--- src/rtl/coleta_votos.sv ---
// Ballot collector: opens a session on start, captures one yes/no ballot per voter,
// closes on full vote or timeout and publishes V for one cycle. Optional: REVOTE_EN.
module coleta_votos #(
  parameter int N_VOTERS    = 3,
  parameter int TIMEOUT_CYC = 1000,
  localparam int TW         = $clog2(TIMEOUT_CYC + 1)
) (
  input  logic                clk,
  input  logic                rst_n,
  input  logic                start,
  input  logic [N_VOTERS-1:0] vote_valid,
  input  logic [N_VOTERS-1:0] vote_yes,
  output logic                busy,
  output logic [N_VOTERS-1:0] voted,
  output logic [N_VOTERS-1:0] V,
  output logic                V_valid,
  output logic                timed_out,
  output logic                dup_err
);

  typedef enum logic [1:0] {
    S_IDLE    = 2'd0,
    S_OPEN    = 2'd1,
    S_PUBLISH = 2'd2
  } state_t;

  state_t              r_state;
  state_t              w_state_next;
  logic [N_VOTERS-1:0] r_voted;
  logic [N_VOTERS-1:0] r_ballot;
  logic [N_VOTERS-1:0] r_V;
  logic [TW-1:0]       r_timer;
  logic                r_timed_out;
  logic                r_dup_err;

  logic [N_VOTERS-1:0] w_voted_next;
  logic [N_VOTERS-1:0] w_ballot_next;
  logic                w_all_voted;
  logic                w_timeout;
  logic                w_close;
  logic                w_dup;

  always_comb begin
    w_voted_next = r_voted | vote_valid;
`ifdef REVOTE_EN
    // Every strobe overwrites, including repeats.
    w_ballot_next = (r_ballot & ~vote_valid) | (vote_yes & vote_valid);
    w_dup         = 1'b0;
`else
    // Only first ballots are written; repeats are flagged.
    w_ballot_next = (r_ballot & ~(vote_valid & ~r_voted)) | (vote_yes & vote_valid & ~r_voted);
    w_dup         = |(vote_valid & r_voted);
`endif
    w_all_voted = &w_voted_next;
    w_timeout   = (r_timer == TW'(TIMEOUT_CYC - 1));
    w_close     = w_all_voted | w_timeout;
  end

  always_comb begin
    w_state_next = r_state;
    case (r_state)
      S_IDLE:    if (start) w_state_next = S_OPEN;
      S_OPEN:    if (w_close) w_state_next = S_PUBLISH;
      S_PUBLISH: w_state_next = S_IDLE;
      default:   w_state_next = S_IDLE;
    endcase
  end

  always_ff @(posedge clk or negedge rst_n) begin
    if (!rst_n) begin
      r_state     <= S_IDLE;
      r_voted     <= '0;
      r_ballot    <= '0;
      r_V         <= '0;
      r_timer     <= '0;
      r_timed_out <= 1'b0;
      r_dup_err   <= 1'b0;
    end else begin
      r_state   <= w_state_next;
      r_dup_err <= 1'b0;
      case (r_state)
        S_IDLE: begin
          if (start) begin
            r_voted  <= '0;
            r_ballot <= '0;
            r_timer  <= '0;
          end
        end
        S_OPEN: begin
          r_voted   <= w_voted_next;
          r_ballot  <= w_ballot_next;
          r_dup_err <= w_dup;
          if (r_timer != TW'(TIMEOUT_CYC)) r_timer <= r_timer + TW'(1);
          if (w_close) begin
            r_V         <= w_ballot_next;
            r_timed_out <= ~w_all_voted;
          end
        end
        default: ;
      endcase
    end
  end

  assign busy      = (r_state != S_IDLE);
  assign V_valid   = (r_state == S_PUBLISH);
  assign voted     = r_voted;
  assign V         = r_V;
  assign timed_out = r_timed_out;
  assign dup_err   = r_dup_err;

endmodule

--- config.mk ---
export PLATFORM = sky130hd
export DESIGN_NAME = coleta_votos
export DESIGN_NICKNAME = d
export VERILOG_FILES = /design/src/rtl/coleta_votos.sv
export SDC_FILE = /design/constraint.sdc
export NUM_CORES = 1
export LEC_CHECK = 0
export CORE_AREA = 2 2 50 52
export CTS_BUF_LIST = sky130_fd_sc_hd__clkbuf_8
export DETAILED_ROUTE_END_ITERATION = 8
export DIE_AREA = 0 0 52 54
export PLACE_DENSITY = 0.76
export SETUP_SLACK_MARGIN = 0.5
export SYNTH_ARGS = -nofsm -noshare
export SYNTH_HDL_FRONTEND = slang
export SYNTH_SLANG_ARGS = --single-unit
export TNS_END_PERCENT = 100
--- constraint.sdc ---
create_clock -name clk -period 2.25 [get_ports clk]
set_input_delay 0.45 -clock clk [delete_from_list [all_inputs] [get_ports clk]]
set_output_delay 0.45 -clock clk [all_outputs]
set_load 0.01 [all_outputs]
# Word-level counts from Yosys, hierarchy flattened
# Cells that the tools add are included.
# classes
n_addsub	1
n_eq_ne	7
mux	10
n_bitwise	11
reduce_logical	9
# ops
operator	n
two-way mux 10 bit	2
case mux 10 bit (2 select lines)	1
bitwise AND 3 bit	5
case mux 3 bit (2 select lines)	2
adder 10 x 1 -> 10 bit (second input constant)	1
== test 10 bit (second input constant)	1
inequality test 10 bit (second input constant)	1
inequality test 2 bit (second input constant)	3
inverter 3 bit	2
OR 3 bit	2
AND reduction 2 bit	3
AND reduction 3 bit	2
two-way mux 2 bit	2
case mux 2 bit (2 select lines)	1
nonzero test 2 bit	2
two-way mux 3 bit	1
OR reduction 3 bit	1
== test 2 x 1 -> 1 bit (second input constant)	1
== test 2 bit (second input constant)	1
logical NOT 2 bit	1
two-way mux 1 bit	1
inverter 1 bit	1
OR 1 bit	1
# word_totals
reg_bits	23
inputBits	9

# Logic depth before layout (Yosys ltp)
# Gate-level depths: netlist of the first run.
# depth
ltp_word	6
depth_mapped	6
depth_no_buf	6

# Worst setup path after synthesis of the first run
# No wires, ideal clock.
# synth_timing
path_type	reg2reg
start	reg r_state[0]
end	reg r_timer[9]
setup_ns	0.077
arrival_ns	1.607
required_time_ns	2.173
slack_ns	0.566
path_stages_with_launch	6
n_path_buf	1
synth_period_minus_slack_ns	1.684
cell_sequence	dfrtp_1 > buf_6 > nor3b_4 > o41ai_4 > or4_1 > a21oi_1
# synth_via
elab_chain_cells	3
word_cells_on_any_way	7
# synth_rtl
element	line_no	rtl
start: declaration	27	state_t r_state;
start signal: assignment	79	r_state <= w_state_next;
== test 2 x 1 -> 1 bit or logical NOT 2 bit (tied branches)	81	case (r_state)
inequality test 2 bit (no line) or nonzero test 2 bit (tied branches)	--	
AND reduction 3 bit (no line)	--	
end signal: assignment	93	if (r_timer != TW'(TIMEOUT_CYC)) r_timer <= r_timer + TW'(1);
end: declaration	32	logic [TW-1:0] r_timer;
# Several ways; a longest one is shown, not always the timed one.
# A chain may end at the register's enable or synchronous reset.

# Worst setup path after layout of the first run
# layout_timing
start	reg r_voted[1] (netlist: voted[1])
end	out voted[1]
# layout_rtl
element	line_no	rtl
start: declaration	29	logic [N_VOTERS-1:0] r_voted;
start signal: assignment	90	r_voted <= w_voted_next;
end: declaration	14	output logic [N_VOTERS-1:0] voted,
# No word-level cell between the ends.

==> summary.md, run 1 <==
| Metric | Value |
|---|---|
| Status | complete, no violations |
| CTS tree | yes |
| Finish-stage setup viols | 0 |
| Most common cell after layout, fill and taps aside | dfrtp_1 |
| ANT cells | 0 |
| Final Hold Vio Count | 0 |
| P per Cell Area | 1100 mW/mm^2 |
| Vias in the first global route | 897 |
| IO Count | 19 |
| Maximum number of pins on one net before global-route repair | 24 |
| CORE AREA | 0.00232 mm^2 |
| Per-cell routed wire length | 14.6 um |
| Total Nets Final | 153 |
| Setup TNS | 0 ns |
| Post-route ant nets | 0 |
| Cell variety after synth | 35 |
| Clock latency at the later pin of the worst-skew pair | 0.26 ns |
| Post-synth top area share | 48.6% |
| Filler cells | 194 |
| Share of cells above drive strength 1 | 19.9% |
| Clk sink count | 23 |
| Required @ worst endpoint | 1.80 ns |
| Cell taking the most area after synthesis | dfrtp_1 |
| GR Util All Layers | 19.8% |
| Busiest grt layer | met2 |
| CP Buf/Inv Count | 1 |
| Top post-synthesis cells by area | dfrtp_1 49%, mux2_2 6.7%, a21oi_1 3.8%, o21ai_0 3.4%, nor2_1 3.2% |
| H-tree depth | 1 |
| Worst hold start | r_ballot[2] |
| Yosys reg bits | 23 |
| Arrival time at the worst endpoint | 1.27 ns |
| GR Layer Usage met1 | 26.0% |
| Syn_nets | 124 |
| Maximum Capacitance Violations | 0 |
| Pleak | 0.676 nW |
| Critical-path top delay cell | clkdlybuf4s50_1 |
| Crit-path cells | clkdlybuf4s50_1 |
| DR vias/cell | 5.56 |
| Layout Skew | 0.00463 ns |
| Area Growth Syn to Fin | 27.7% |
| Initial antenna violation count | 0 |
| Slew HR | 79.0% |
| Hold Buf Count CTS | 0 |
| CP delay by family, top | buffers and inverters |
| RSZ-0062 raised after global routing | true |
| EDFF count, synth | 0 |
| Critical Path End Type | output pin |
| CP Class | reg2out |
| Final WL | 2490 um |
| Standard-cell rows | 18 |
| CP startpoint | voted[1] |
| Crit share post-route | 76.4% |
| Slew Limit Fails | 0 |
| DR DRC count | 0 |
| Clk buf depth | 2 |
| Sequential-to-total area share from yosys stat | 48.6% |
| Synth Area per Inst | 10.5 um^2 |
| Total die area | 0.00281 mm^2 |
| Congestion Overflow GR | 0 |
| Asr flop ratio synth | 100% |
| Slowest stage delay, CP | 0.58 ns |
| First-pass GRT wire length | 4110 um |
| Final min period | 1.72 ns |
| Worst slew pin tran | 0.313 ns |
| Hpwl dp | 1750 um |
| Top_reg_cell synth | dfrtp_1 |
| Initial Util | 51.1% |
| Commonest cells after routing, fill and taps aside | 21 x dfrtp_1, 15 x clkdlybuf4s50_1, 10 x nor2_1 |
| Highest achievable clock rate | 0.582 GHz |
| Drt pass-1 iters | 4 |
| Worst-path clk slew | 0.08 ns |
| DR vias | 951 |
| Root Buffer | clkbuf_8 |
| Inst Count DP | 163 |
| Reg-to-reg startpoint | r_state[0] |
| TritonCTS buffer count | 3 |
| Critical Path Fanout Max | 5 |
| Final non-filler cell total | 171 |
| Yosys Warn Count | 0 |
| VDD IR-drop max | 0.710 mV |
| Drt initial violations | 13 |
| Synth Cell Area | 0.00118 mm^2 |
| Met3 usage | 3.06% |
| Startpoint Class | flop |
| Gate Count Post-Synth | 113 |
| Die H | 54 um |
| GR Util met2 | 34.2% |
| PortBufs | 18 |
| HP Class | reg2reg |
| Die Wd | 52 um |
| GPL Wtd Cong | 0.858 |
[per-stage QoR]
stage               instance area, um^2  worst slack (ns)  hold slack [ns]  util (%)  power, W
finish                             1510             0.532            0.508      65.2   0.00167
global route                       1510             0.466            0.520      65.2   0.00179
CTS                                1490             0.519            0.504      64.3   0.00166
detailed placement                 1420             0.161            0.488      61.1   0.00138
global placement                   1420             0.227            0.473      61.1   0.00136
floorplan                          1180             0.566            0.154         -   0.00109
[synth_stat cells (3+ instances only)]
master and number:
dfrtp_1 23, nor2_1 10, a21oi_1 9, nand2_1 8, o21ai_0 8, mux2_2 7
inv_1 6, nor2b_1 4, a32o_1 3, nand4_1 3
[where the power goes]
group	internal [W]	leakage (nW)	switching (W)
registers	0.000533	0.304	0.0000978
clock network	0.000122	0.0269	0.000126
logic	0.000410	0.345	0.000382
[final timing paths]
path                               end  slack [ns]  depth (start not counted)
setup / recovery              voted[1]        0.53                          1
hold / removal             r_ballot[2]        0.51                          1
setup reg to reg            r_timer[9]        0.60                          5
hold reg to reg            r_ballot[2]        0.51                          1
max in group asynchronous   r_state[0]        1.46                          2
min in group asynchronous   r_timer[4]        0.54                          2
[logic make-up after synthesis]
logic type,share of synthesized area [%]
AND/OR/NAND/NOR,18.7
AO/OA/AOI/OAI,19.3
flip-flops,48.6
buffers and inverters,3.17
multiplexers,6.65
XOR/XNOR,1.48
adder cells (fa/ha/maj),2.11
[flip-flops by register name (all words and copies together), names as in the netlist]
name	count
r_state	2
voted	3
V	3
timed_out	1
r_ballot	3
r_timer	10
dup_err	1
[per-layer routing]
metal | vias up | routed length (um)
met4 | 0 | 0
met5 | - | 0
met3 | 0 | 80
met2 | 19 | 1250
li1 | 470 | -
met1 | 462 | 1160
[timing repair]
item / CTS / global route
setup buffers: 3 / 1
endpoints found under the setup margin: 7 / 6
pin swaps: 0 / 1
gates resized for setup: 6 / 3
[final cells by class]
class	count	area (um^2)	area share [%]
clock buffers	3	41.3	2.73
clock inverters	1	3.75	0.248
inverters	6	22.5	1.49
multi-input cells	82	593	39.2
flip-flops and latches	23	578	38.2
well taps	30	37.5	2.48
repair buffers	26	236	15.6
No activity file was read; power rests on OpenSTA's default activity.
==> run 2, diff against run 1 <==
- clock period: 2.25 -> 1.8 ns (I/O delays scaled with it)
==> run 2 against run 1 <==
  * Cell count up 19%
  * Sequential power up 25%
  * Routed wire length increased by 57%
  * Clock-buffer cell count unchanged
  * Clock power grew 25%
  * Sequential share of layout area decreased by 8.1 points
  * Via count grew 24%
  * Worst hold slack worse by 0.040 ns
  * Register-to-register slack lost 0.58 ns
  * First-iteration DRC count rose to 5.2 times the previous value
  * Flip-flop and latch count unchanged
==> summary.md, run 2 (same netlist as run 1, synthesis figures left out) <==
| Metric | Value |
|---|---|
| Standard-cell rows | 18 (unchanged) |
| Commonest cells after routing, fill and taps aside | 28 x buf_4, 17 x dfrtp_1, 12 x buf_6 (was 21 x dfrtp_1, 15 x clkdlybuf4s50_1, 10 x nor2_1) |
| Area Growth Syn to Fin | 63.5% (was 27.7%) |
| GPL Wtd Cong | 0.727 (was 0.858) |
| Worst-path clk slew | 0.08 ns (about the same) |
| Root Buffer | clkbuf_8 (unchanged) |
| Clk buf depth | 2 (unchanged) |
| Final non-filler cell total | 203 (was 171) |
| Startpoint Class | flop (unchanged) |
| Largest Register | r_timer (unchanged) |
| Slew Limit Fails | 0 (unchanged) |
| ANT cells | 0 (unchanged) |
| Initial Util | 51.1% (unchanged) |
| Highest achievable clock rate | 0.562 GHz |
| Critical-path top delay cell | o41ai_4 (was clkdlybuf4s50_1) |
| Congestion Overflow GR | 0 (unchanged) |
| GR Util All Layers | 23.1% (was 19.8%) |
| DP Worst Slack | -0.0577 ns (was 0.161 ns) |
| Critical Path Fanout Max | 5 (unchanged) |
| Die Wd | 52 um (unchanged) |
| Most common cell after layout, fill and taps aside | buf_4 (was dfrtp_1) |
| Share of cells above drive strength 1 | 55.5% (was 19.9%) |
| HP Class | in2async (was reg2reg) |
| Drt pass-1 iters | 4 (unchanged) |
| Arrival time at the worst endpoint | 1.93 ns (was 1.27 ns) |
| TritonCTS buffer count | 3 (unchanged) |
| Inst Count DP | 172 (was 163) |
| H-tree depth | 1 (unchanged) |
| Final WL | 3910 um (was 2490 um) |
| Worst slew pin tran | 0.384 ns (was 0.313 ns) |
| CP Buf/Inv Count | 2 (was 1) |
| PortBufs | 18 (unchanged) |
| Total die area | 0.00281 mm^2 (unchanged) |
| Maximum number of pins on one net before global-route repair | 24 (unchanged) |
| Hold slack final | 0.468 ns (was 0.508 ns) |
| Post-route ant nets | 0 (unchanged) |
| CP Class | reg2reg (was reg2out) |
| Layout Skew | 0.00102 ns (was 0.00463 ns) |
| P per Cell Area | 1480 mW/mm^2 (was 1100 mW/mm^2) |
| Max reg flops | 10 (unchanged) |
| Crit-path cells | buf_6 > nand3b_1 > o41ai_4 > buf_4 > o21ai_0 > o41ai_2 (was clkdlybuf4s50_1) |
| Total Nets Final | 185 (was 153) |
| Slew HR | 74.3% (was 79.0%) |
| Required @ worst endpoint | 1.95 ns (was 1.80 ns) |
| Hold Buf Count CTS | 0 (unchanged) |
| Pleak | 0.884 nW (was 0.676 nW) |
| Finish-stage setup viols | 0 (unchanged) |
| DR vias | 1181 (was 951) |
| Hpwl dp | 1990 um (was 1750 um) |
| Clock latency at the later pin of the worst-skew pair | 0.26 ns (about the same) |
| CORE AREA | 0.00232 mm^2 (unchanged) |
| Final min period | 1.78 ns |
| Drt initial violations | 68 (was 13) |
| CTS tree | yes (unchanged) |
| Slowest stage delay, CP | 0.47 ns (was 0.58 ns) |
| DR vias/cell | 5.82 (was 5.56) |
| Vias in the first global route | 1062 (was 897) |
| Crit share post-route | 98.8% |
| First-pass GRT wire length | 4700 um (was 4110 um) |
| Setup WS post-layout | 0.0209 ns (was 0.532 ns) |
| Initial antenna violation count | 0 (unchanged) |
| Status | complete, no violations (unchanged) |
| Per-cell routed wire length | 19.3 um (was 14.6 um) |
| VDD IR-drop max | 1.09 mV (was 0.710 mV) |
| Maximum Capacitance Violations | 0 (unchanged) |
| CP delay by family, top | compound AO/OA/AOI/OAI gates (was buffers and inverters) |
| Final Hold Vio Count | 0 (unchanged) |
| Die H | 54 um (unchanged) |
| Critical Path End Type | flop (was output pin) |
| RSZ-0062 raised after global routing | true (unchanged) |
| Clk sink count | 23 (unchanged) |
| DR DRC count | 0 (unchanged) |
| IO Count | 19 (unchanged) |
==> run 2: cell types whose count changed in the layout (fill, tap and decap cells not counted), moves of 3 or more <==
| cell | delta |
|---|---|
| o21ai_0 | -5 |
| clkdlybuf4s50_1 | -8 |
| o21ai_2 | +4 |
| a21oi_2 | +7 |
| clkdlybuf4s15_1 | +4 |
| dfrtp_2 | +4 |
| a21oi_1 | -7 |
| nor2_4 | +4 |
| buf_4 | +20 |
| nor2_1 | -4 |
| nor2b_1 | -3 |
| dfrtp_1 | -4 |
| buf_6 | +12 |
==> run 2: where the power goes <==
group	internal, W	switching (W)	total [W]	leakage (nW)
clock	0.000152	0.000156	0.000308	0.0269
combinational	0.000963	0.000809	0.00177	0.558
sequential	0.000671	0.000120	0.000791	0.298
total	0.00179	0.00108	0.00287	0.884
==> run 2: metal layers <==
metal  track usage [%]  vias to the layer above  share of wire, %
li1                  -                      535                 -
met1              25.7                      588                40
met2              43.9                       52                53
met3              3.89                        6               5.2
met4              8.33                        0               2.1
met5                 0                        -                 0
==> run 2: per-stage QoR <==
step                utilization [%]  area (um^2)  power, W  setup TNS [ns]
global placement               64.7         1500   0.00180         -0.0427
global route                   83.5         1940   0.00301         -0.0350
floorplan                         -         1200   0.00137               0
finish                         83.5         1940   0.00287               0
CTS                            72.3         1680   0.00229               0
detailed placement             64.7         1500   0.00184          -0.185
==> run 2: area by class of cell <==
| class | instances | area (um^2) |
|---|---|---|
| clock buffer | 3 | 41.3 |
| timing repair buffer | 58 | 513 |
| clock inverter | 1 | 3.75 |
| tap | 30 | 37.5 |
| fill | 117 | 383 |
| sequential | 23 | 583 |
| inverter | 6 | 22.5 |
| multi-input combinational | 82 | 736 |
==> run 2: path summary, 6_finish.rpt <==
path / start / endpoint / slack [ns] / depth (start not counted)
min: rst_n / r_timer[3] / 0.47 / 2
max in group asynchronous: rst_n / r_state[1] / 1.08 / 2
max: r_timer[2] / r_timer[7] / 0.02 / 6
min reg2reg: r_ballot[2] / r_ballot[2] / 0.50 / 1
max reg2reg: r_timer[2] / r_timer[7] / 0.02 / 6
min in group clk: r_ballot[2] / r_ballot[2] / 0.50 / 1
==> run 2: what timing repair did <==
item | 4_1_cts | 5_1_grt
pin swaps | 8 | 16
setup endpoints to repair | 29 | 30
resized for setup | 36 | 54
setup buffers | 14 | 13
==> run 2: worst reg2reg max path, delay by kind of cell, from the launching register on <==
family                 cells  cell delay, ns
buffers and inverters      2            0.36
AO/OA/AOI/OAI              3            0.68
flip-flops                 1            0.41
AND/OR/NAND/NOR            1            0.21
